`src/rtl/rx_wifi_pkg.sv`:
```
// Shared definitions for the WiFi RX depuncturing controller: rate codes,
// puncturing pattern periods and the controller state encoding.
package rx_wifi_pkg;

    localparam logic [1:0] RATE_12 = 2'b00;
    localparam logic [1:0] RATE_23 = 2'b01;
    localparam logic [1:0] RATE_34 = 2'b10;

    localparam logic [2:0] PERIOD_12 = 3'd2;
    localparam logic [2:0] PERIOD_23 = 3'd4;
    localparam logic [2:0] PERIOD_34 = 3'd6;

    typedef enum logic {
        ST_IDLE = 1'b0,
        ST_RUN  = 1'b1
    } state_e;

endpackage

```
`src/rtl/depunct_pattern_wifi.sv`:
```
// Combinational 802.11a/g puncturing pattern lookup: (rate, pos) -> erasure slot
// and end-of-period flags. Rate 2/3 decode exists only with RX_DEPUNCT_RATE23_EN.
module depunct_pattern_wifi
    import rx_wifi_pkg::*;
(
    input  logic [1:0] rate,
    input  logic [2:0] pos,
    output logic       insert,
    output logic       last_pos
);

    logic [2:0] period;

    // Reserved rate 11 (and 01 when 2/3 is not built) fall back to plain 1/2.
    always_comb begin
        period = PERIOD_12;
        insert = 1'b0;
        case (rate)
`ifdef RX_DEPUNCT_RATE23_EN
            RATE_23: begin
                period = PERIOD_23;
                insert = (pos == 3'd3);
            end
`endif
            RATE_34: begin
                period = PERIOD_34;
                insert = (pos == 3'd3) || (pos == 3'd4);
            end
            default: begin
                period = PERIOD_12;
                insert = 1'b0;
            end
        endcase
        last_pos = (pos == (period - 3'd1));
    end

endmodule

```
`src/rtl/rx_depuncture_ctrl_wifi.sv`:
```
// Depuncturing sequencer ahead of the Viterbi decoder: re-inserts erasure slots
// and counts mother-code bits per frame. Optional rate 2/3: RX_DEPUNCT_RATE23_EN.
module rx_depuncture_ctrl_wifi
    import rx_wifi_pkg::*;
#(
    parameter int LEN_W = 16
) (
    input  logic             clk,
    input  logic             reset,
    input  logic             start,
    input  logic [1:0]       rate,
    input  logic [LEN_W-1:0] n_bits,
    input  logic             valid_in,
    input  logic             data_in,
    output logic             in_ready,
    output logic             valid_out,
    output logic             data_out,
    output logic             erase_out,
    output logic             busy,
    output logic             finished,
    output state_e           dbg_state
);

    state_e           state, state_d;
    logic [1:0]       rate_q;
    logic [LEN_W-1:0] len_q;
    logic [LEN_W-1:0] cnt;
    logic [LEN_W-1:0] cnt_inc;
    logic [2:0]       pos;
    logic             insert, last_pos;
    logic             issue, is_last;
    logic             start_ok, zero_len;

    depunct_pattern_wifi u_pattern (
        .rate     (rate_q),
        .pos      (pos),
        .insert   (insert),
        .last_pos (last_pos)
    );

    assign cnt_inc  = cnt + LEN_W'(1);
    assign start_ok = (state == ST_IDLE) && start;
    assign zero_len = (n_bits == '0);

    // Handshake: a bit is consumed from data_in only in a cycle where valid_in
    // and in_ready are both high; in_ready never depends on valid_in.
    assign in_ready  = (state == ST_RUN) && !insert;
    assign dbg_state = state;

    always_comb begin
        state_d = state;
        issue   = 1'b0;
        is_last = 1'b0;
        case (state)
            ST_IDLE: begin
                if (start && !zero_len) state_d = ST_RUN;
            end
            ST_RUN: begin
                issue   = insert || valid_in;
                is_last = issue && (cnt_inc == len_q);
                if (is_last) state_d = ST_IDLE;
            end
            default: state_d = ST_IDLE;
        endcase
    end

    always_ff @(posedge clk or negedge reset) begin
        if (!reset) begin
            state     <= ST_IDLE;
            rate_q    <= RATE_12;
            len_q     <= '0;
            cnt       <= '0;
            pos       <= '0;
            valid_out <= 1'b0;
            data_out  <= 1'b0;
            erase_out <= 1'b0;
            busy      <= 1'b0;
            finished  <= 1'b0;
        end else begin
            state     <= state_d;
            valid_out <= issue;
            data_out  <= issue && !insert && data_in;
            erase_out <= issue && insert;
            finished  <= is_last || (start_ok && zero_len);
            // Holds through the finished cycle so busy falls one cycle after it.
            busy      <= (state == ST_RUN) || (state_d == ST_RUN);
            if (start_ok) begin
                rate_q <= rate;
                len_q  <= n_bits;
                cnt    <= '0;
                pos    <= '0;
            end else if (issue) begin
                cnt <= cnt_inc;
                pos <= last_pos ? 3'd0 : (pos + 3'd1);
            end
        end
    end

endmodule

```
`config.mk`:
```
export PLATFORM = sky130hd
export DESIGN_NAME = rx_depuncture_ctrl_wifi
export DESIGN_NICKNAME = d
export VERILOG_FILES = /design/src/rtl/rx_wifi_pkg.sv /design/src/rtl/depunct_pattern_wifi.sv /design/src/rtl/rx_depuncture_ctrl_wifi.sv
export SDC_FILE = /design/constraint.sdc
export NUM_CORES = 1
export LEC_CHECK = 0
export ABC_AREA = 1
export BUFFER_PORTS_ARGS = -buffer_cell sky130_fd_sc_hd__buf_2
export CAP_MARGIN = 15
export CORE_MARGIN = 3
export CORE_UTILIZATION = 50
export CTS_CLUSTER_DIAMETER = 40
export DETAILED_ROUTE_END_ITERATION = 8
export HOLD_SLACK_MARGIN = 0.15
export PLACE_DENSITY = 0.74
export SYNTH_ARGS = -nofsm -noshare
export SYNTH_HDL_FRONTEND = slang
export SYNTH_SLANG_ARGS = --single-unit
```
`constraint.sdc`:
```
create_clock -name clk -period 2.4 [get_ports clk]
set_input_delay 0.48 -clock clk [delete_from_list [all_inputs] [get_ports clk]]
set_output_delay 0.48 -clock clk [all_outputs]
set_load 0.01 [all_outputs]
```
## After elaboration in Yosys (flattened, before gate mapping)

Cells that the tools add are included.

- Bits of input ports: 23
- Logic and storage cells: 47
- Register bits after elaboration: 43

- Equal/unequal tests: 5
- Add/subtract/negate cells: 3
- Bitwise operators: 1
- Muxes and demuxes: 12
- Reduce and logical (&&, ||, !) cells: 16

Operators by type and width:

| kind | number |
|---|---|
| 2-to-1 mux 16 bit | 2 |
| adder 16 x 1 -> 16 bit, second input constant | 1 |
| equality test 16 bit | 1 |
| zero test 16 bit | 1 |
| 2-to-1 mux 3 bit | 4 |
| logical AND 1 bit | 8 |
| 2-to-1 mux 1 bit | 5 |
| logical OR 1 bit | 4 |
| adder 3 x 1 -> 3 bit, second input constant | 1 |
| equality test 3 x 2 -> 1 bit, second input constant | 1 |
| equality test 3 bit | 1 |
| equality test 3 bit, second input constant | 1 |
| subtractor 3 x 1 -> 3 bit, second input constant | 1 |
| equality test 2 bit, second input constant | 1 |
| zero test 1 bit | 2 |
| one-hot mux 1 bit (2 select lines) | 1 |
| nonzero test 2 bit | 1 |
| inverter 1 bit | 1 |

## Depth between registers and ports, before layout

- Word-level depth: 8
- Gate-level depth with buffers: 15
- Depth with buffers taken out: 15

## By module

A second synthesis with hierarchy kept.

- Cell total of the unflattened synthesis: 348
- Area, all modules: 2473.6 µm²

Modules (own cells, without submodules):

| module | times used | cells an instance | area an instance (µm²) | seq. area each (µm²) |
|---|---|---|---|---|
| rx_depuncture_ctrl_wifi | 1 | 332 | 2408.6 | 1076.0 |
| depunct_pattern_wifi | 1 | 16 | 65.1 | 0.0 |

## Worst setup path before layout

No wires, ideal clock.

- Path type: reg-to-reg
- Start: reg cnt[0]
- End: reg state, in the netlist dbg_state
- Required time: 2.283 ns
- Setup slack: 0.716 ns
- Library setup time: 0.117 ns
- Stages on the path, launching flop included: 13
- Data arrival time: 1.567 ns
- Buffers on the path: 0
- Path through: dfrtp_1 -> ha_1 -> or2_2 -> nand3b_1 -> nand2_1 -> nor2_1 -> nand2_1 -> nor2_1 -> nand2_1 -> nor2_2 -> nand3_1 -> nand2_1 -> nand2_1

- Longest elaborated chain between the ends: 5

RTL lines:

| item | RTL line | source |
|---|---|---|
| start: declaration | rx_depuncture_ctrl_wifi.sv:27 | `logic [LEN_W-1:0] cnt;` |
| start signal: assignment | rx_depuncture_ctrl_wifi.sv:93 | `cnt <= cnt_inc;` |
| adder 16 x 1 -> 16 bit | rx_depuncture_ctrl_wifi.sv:41 | `assign cnt_inc = cnt + LEN_W'(1);` |
| equality test 16 bit | rx_depuncture_ctrl_wifi.sv:60 | `is_last = issue && (cnt_inc == len_q);` |
| logical AND 1 bit | rx_depuncture_ctrl_wifi.sv:60 |  |
| 2-to-1 mux 1 bit | rx_depuncture_ctrl_wifi.sv:61 | `if (is_last) state_d = ST_IDLE;` |
| one-hot mux 1 bit (2 select lines) | rx_depuncture_ctrl_wifi.sv:54 | `case (state)` |
| named net state_d | rx_depuncture_ctrl_wifi.sv:24 | `state_e state, state_d;` |
| end signal: assignment | rx_depuncture_ctrl_wifi.sv:80 | `state <= state_d;` |
| end: declaration | rx_depuncture_ctrl_wifi.sv:24 |  |

The timed path passes the listed nets, and every way through them passes these cells.
A chain may end at the register's enable or synchronous reset.

## Worst setup path in the final report

- Start: reg pos[0]
- End: reg pos[2]

- Longest elaborated chain between the ends: 6
- Elaborated cells between the ends (all ways): 12

RTL lines:

| item | RTL line | source |
|---|---|---|
| start: declaration | rx_depuncture_ctrl_wifi.sv:29 | `logic [2:0] pos;` |
| start signal: assignment | rx_depuncture_ctrl_wifi.sv:94 | `pos <= last_pos ? 3'd0 : (pos + 3'd1);` |
| equality test 3 x 2 -> 1 bit or equality test 3 bit (tied branches) | depunct_pattern_wifi.sv:27 | `insert = (pos == 3'd3) \|\| (pos == 3'd4);` |
| logical OR 1 bit * | depunct_pattern_wifi.sv:27 |  |
| 2-to-1 mux 1 bit * | depunct_pattern_wifi.sv:18 | `case (rate)` |
| logical OR 1 bit * | rx_depuncture_ctrl_wifi.sv:59 | `issue = insert \|\| valid_in;` |
| 2-to-1 mux 1 bit * | rx_depuncture_ctrl_wifi.sv:54 |  |
| named net issue | rx_depuncture_ctrl_wifi.sv:31 | `logic issue, is_last;` |
| nonzero test 2 bit (no line) * | n/a |  |

The timed path passes the listed nets; every way through them passes the cells marked *. The select of a mux whose other input is x is not followed.

==> run_summary.xml <==
<?xml version="1.0" encoding="UTF-8"?>
<metrics>
  <group name="run_status">
    <metric name="outcome" unit="">finished clean</metric>
  </group>
  <group name="power">
    <metric name="total_power" unit="mW">3.14</metric>
    <metric name="peakVddDrop" unit="V">0.000633</metric>
    <metric name="powerDensity" unit="nW/µm²">1110</metric>
    <metric name="total_leakage_power" unit="nW">1.45</metric>
  </group>
  <group name="clock_network">
    <metric name="ctsLongestPathBuffers" unit="">2</metric>
    <metric name="tritoncts" unit="">built</metric>
    <metric name="post_cts_buffers" unit="">0</metric>
    <metric name="cts-root-buf" unit="">sky130_fd_sc_hd__clkbuf_8</metric>
    <metric name="clock_latency" unit="ns">0.30</metric>
    <metric name="ctsHtreeMaxLevel" unit="">2</metric>
    <metric name="cts.sink_count" unit="">43</metric>
    <metric name="post_cts.resized_instances" unit="">0</metric>
    <metric name="post_cts_hold_buffer_count" unit="">0</metric>
    <metric name="cts-buffers-inserted" unit="">5</metric>
    <metric name="worst_setup_hold_path_clk_slew" unit="ns">0.09</metric>
  </group>
  <group name="global_routing">
    <metric name="via_count_of_the_first_global_routing_pass" unit="">2217</metric>
    <metric name="first_pass_grt_wire_length" unit="µm">10100</metric>
    <metric name="global_route.usage.total" unit="">0.216</metric>
    <metric name="antenna_found_initial" unit="">0</metric>
    <metric name="grt_max_degree" unit="">38</metric>
    <metric name="gr-total-overflow" unit="">0</metric>
  </group>
  <group name="setup_path">
    <metric name="crit_fanout" unit="">15</metric>
    <metric name="worst-r2r-cell-count" unit="">12</metric>
    <metric name="critPathLaunchType" unit="">flip-flop</metric>
    <metric name="critPathCaptureType" unit="">flip-flop</metric>
    <metric name="path_class" unit="">reg2reg</metric>
    <metric name="critPathRequiredTime" unit="ns">2.62</metric>
    <metric name="data_arrival_time_at_the_worst_slack_endpoint" unit="ns">2.23</metric>
  </group>
  <group name="worst_hold_path">
    <metric name="min_delay_path_class" unit="">in2async</metric>
  </group>
  <group name="synthesis">
    <metric name="yosys.cell_types.count" unit="">26</metric>
    <metric name="netlist.top_cell.by_area" unit="">sky130_fd_sc_hd__dfrtp_1</metric>
    <metric name="yosysMostFrequentCell" unit="">sky130_fd_sc_hd__nand2_1</metric>
    <metric name="async_reset_ff_frac" unit="">1.00</metric>
    <metric name="post-synth-top-area-fraction" unit="">0.433</metric>
    <metric name="sequential_to_total_area_share_from_yosys_stat" unit="">0.433</metric>
    <metric name="edff_count_synth" unit="">0</metric>
    <metric name="postSynthRegisterBits" unit="">43</metric>
    <metric name="netlist_top_cells_area" unit="">sky130_fd_sc_hd__dfrtp_1 43%, sky130_fd_sc_hd__nand2_1 17%, sky130_fd_sc_hd__inv_1 7.2%</metric>
    <metric name="synth_nets" unit="">370</metric>
    <metric name="synth_common_cells" unit="">111 x sky130_fd_sc_hd__nand2_1, 48 x sky130_fd_sc_hd__inv_1, 43 x sky130_fd_sc_hd__dfrtp_1</metric>
    <metric name="synth_ff_type" unit="">sky130_fd_sc_hd__dfrtp_1</metric>
    <metric name="yosysWarnings" unit="">0</metric>
    <metric name="netlist_instances" unit="">343</metric>
    <metric name="synth.cell_area" unit="µm²">2490</metric>
    <metric name="syn_area_per_cell" unit="µm²">7.25</metric>
  </group>
  <group name="detailed_routing">
    <metric name="antenna_left" unit="">0</metric>
    <metric name="detailroute.via_count" unit="">2285</metric>
    <metric name="routed_wirelength" unit="µm">5770</metric>
    <metric name="route.detailed.wl_per_inst" unit="µm">13.0</metric>
    <metric name="drc_errors" unit="">0</metric>
    <metric name="post_drt_via_cell_ratio" unit="">5.15</metric>
    <metric name="detailedRoute.firstIterationViolations" unit="">191</metric>
    <metric name="first_pass_iters" unit="">4</metric>
  </group>
  <group name="sta">
    <metric name="final_slew_viol_count" unit="">0</metric>
    <metric name="fmaxAchievable" unit="GHz">0.497</metric>
    <metric name="fin_crit" unit="ns">2.01</metric>
    <metric name="final_hold_viol_count" unit="">0</metric>
    <metric name="final.setup.tns" unit="ns">0</metric>
    <metric name="finalSetupViolCount" unit="">0</metric>
    <metric name="worst_slew_pin_slew" unit="ns">0.650</metric>
    <metric name="max-slew-margin-rel" unit="">0.567</metric>
    <metric name="timing.clock.skew" unit="ns">0.00755</metric>
    <metric name="layout_worst_path_cycle_share" unit="">0.838</metric>
    <metric name="rsz0062_at_grt" unit="">no</metric>
  </group>
  <group name="die">
    <metric name="core-area" unit="µm²">4750</metric>
    <metric name="die-height" unit="µm">76.5</metric>
    <metric name="die-area" unit="µm²">5850</metric>
    <metric name="initial_utilization" unit="">0.523</metric>
    <metric name="die-width" unit="µm">76.5</metric>
    <metric name="placement_rows" unit="">25</metric>
    <metric name="i_o_pins" unit="">30</metric>
  </group>
  <group name="placement">
    <metric name="gp_congestion" unit="">0.920</metric>
    <metric name="port_buffers" unit="">29</metric>
    <metric name="dp_hpwl" unit="µm">4290</metric>
  </group>
  <group name="layout">
    <metric name="regArea" unit="µm²">1080</metric>
    <metric name="nets" unit="">403</metric>
    <metric name="layout-drive-gt1-share" unit="">0.149</metric>
    <metric name="number_of_antenna_cells_inserted" unit="">0</metric>
    <metric name="multi_input_comb_area" unit="µm²">1190</metric>
    <metric name="area.growth.synth_to_final" unit="%">13.8</metric>
    <metric name="fill_cells" unit="">454</metric>
    <metric name="finalCoreUtilization" unit="">0.595</metric>
  </group>
  <group name="job">
    <metric name="max-cap-violations" unit="">0</metric>
  </group>
</metrics>
layout by cell type (no fill, tap or decap):
cell	synthesis	final
sky130_fd_sc_hd__nand2_1	111	111
sky130_fd_sc_hd__inv_1	48	48
sky130_fd_sc_hd__dfrtp_1	43	43
sky130_fd_sc_hd__buf_2	2	29
sky130_fd_sc_hd__o21ai_0	28	28
sky130_fd_sc_hd__nand3_1	27	27
sky130_fd_sc_hd__nor2_1	19	19
sky130_fd_sc_hd__nand4_1	16	16
sky130_fd_sc_hd__o22ai_1	7	7
sky130_fd_sc_hd__clkbuf_8	0	6
sky130_fd_sc_hd__nor2_4	5	5
sky130_fd_sc_hd__nand3b_1	5	5
sky130_fd_sc_hd__nand2_2	4	4
sky130_fd_sc_hd__a21oi_1	4	4
sky130_fd_sc_hd__ha_1	4	4
sky130_fd_sc_hd__nor2_2	3	3
sky130_fd_sc_hd__o21ai_1	3	3
sky130_fd_sc_hd__buf_4	0	3
sky130_fd_sc_hd__inv_2	2	2
sky130_fd_sc_hd__or2_2	2	2
sky130_fd_sc_hd__and3_1	1	1
sky130_fd_sc_hd__xor3_1	1	1
sky130_fd_sc_hd__and2_1	1	1
sky130_fd_sc_hd__clkinv_1	1	1
sky130_fd_sc_hd__nor4_1	1	1
sky130_fd_sc_hd__xor2_1	1	1
sky130_fd_sc_hd__clkinv_2	0	1
sky130_fd_sc_hd__bufinv_16	0	1
power breakdown:
group	switching (mW)	total (mW)	internal, mW
registers	0.304	1.33	1.02
clock network	0.258	0.595	0.337
logic	0.743	1.22	0.475
total	1.31	3.14	1.83
final timing paths:
path,start,endpoint,slack [ns]
worst min-delay path,reset,cnt[6]$_DFFE_PN0P_,0.20
worst max-delay path,pos[0]$_DFFE_PN0P_,pos[2]$_DFFE_PN0P_,0.39
worst max register to register,pos[0]$_DFFE_PN0P_,pos[2]$_DFFE_PN0P_,0.39
min in group clk,rate[0],rate_q[0]$_DFFE_PN0P_,0.38
worst min register to register,rate_q[0]$_DFFE_PN0P_,rate_q[0]$_DFFE_PN0P_,0.52
max in group asynchronous,reset,len_q[6]$_DFFE_PN0P_,1.62
flip-flops by register name, summed over array words and instances (netlist names), 2 cells and up:
| register | flops |
|---|---|
| cnt | 16 |
| pos | 3 |
| len_q | 16 |
| rate_q | 2 |
metal layers:
metal  track usage  up-vias  routed length [µm]
met5             0        -                   0
met4        0.0743        0                  94
met3        0.0426       10                 279
met2         0.341       62                2640
met1         0.297     1042                2750
li1              -     1171                   -
worst max-delay path: stages, from the launching register on:
cell and delay (ns):
sky130_fd_sc_hd__dfrtp_1 0.41, sky130_fd_sc_hd__inv_1 0.11, sky130_fd_sc_hd__ha_1 0.16, sky130_fd_sc_hd__nand2_1 0.05, sky130_fd_sc_hd__nand2_1 0.09, sky130_fd_sc_hd__nand2_1 0.07
sky130_fd_sc_hd__nand2_1 0.12, sky130_fd_sc_hd__nand2_2 0.18, sky130_fd_sc_hd__inv_2 0.25, sky130_fd_sc_hd__nor2_4 0.07, sky130_fd_sc_hd__inv_2 0.23, sky130_fd_sc_hd__nand4_1 0.11
sky130_fd_sc_hd__o21ai_1 0.09
logic make-up after synthesis:
logic type / synth area share
compound gates: 0.0881
buf+inv: 0.0871
fa+ha+maj: 0.0201
xor+xnor: 0.0131
flops: 0.433
simple gates: 0.359
area by class of cell:
| class | count | share of cell area |
|---|---|---|
| Sequential cell | 43 | 0.380 |
| Tap cell | 67 | 0.0296 |
| Multi-Input combinational cell | 243 | 0.422 |
| Clock inverter | 2 | 0.0124 |
| Inverter | 51 | 0.0676 |
| Timing Repair Buffer | 32 | 0.0592 |
| Clock buffer | 6 | 0.0292 |
per-stage QoR:
step / hold slack [ns] / instance area [µm²] / cells / worst slack (ns)
floorplan: 0.184 / 2490 / 343 / 0.716
global placement: 0.500 / 2710 / 436 / 0.456
detailed placement: 0.504 / 2710 / 436 / 0.420
CTS: 0.215 / 2830 / 444 / 0.403
global route: 0.237 / 2830 / 444 / 0.189
finish: 0.199 / 2830 / 444 / 0.388
No activity file was read; power rests on OpenSTA's default activity.
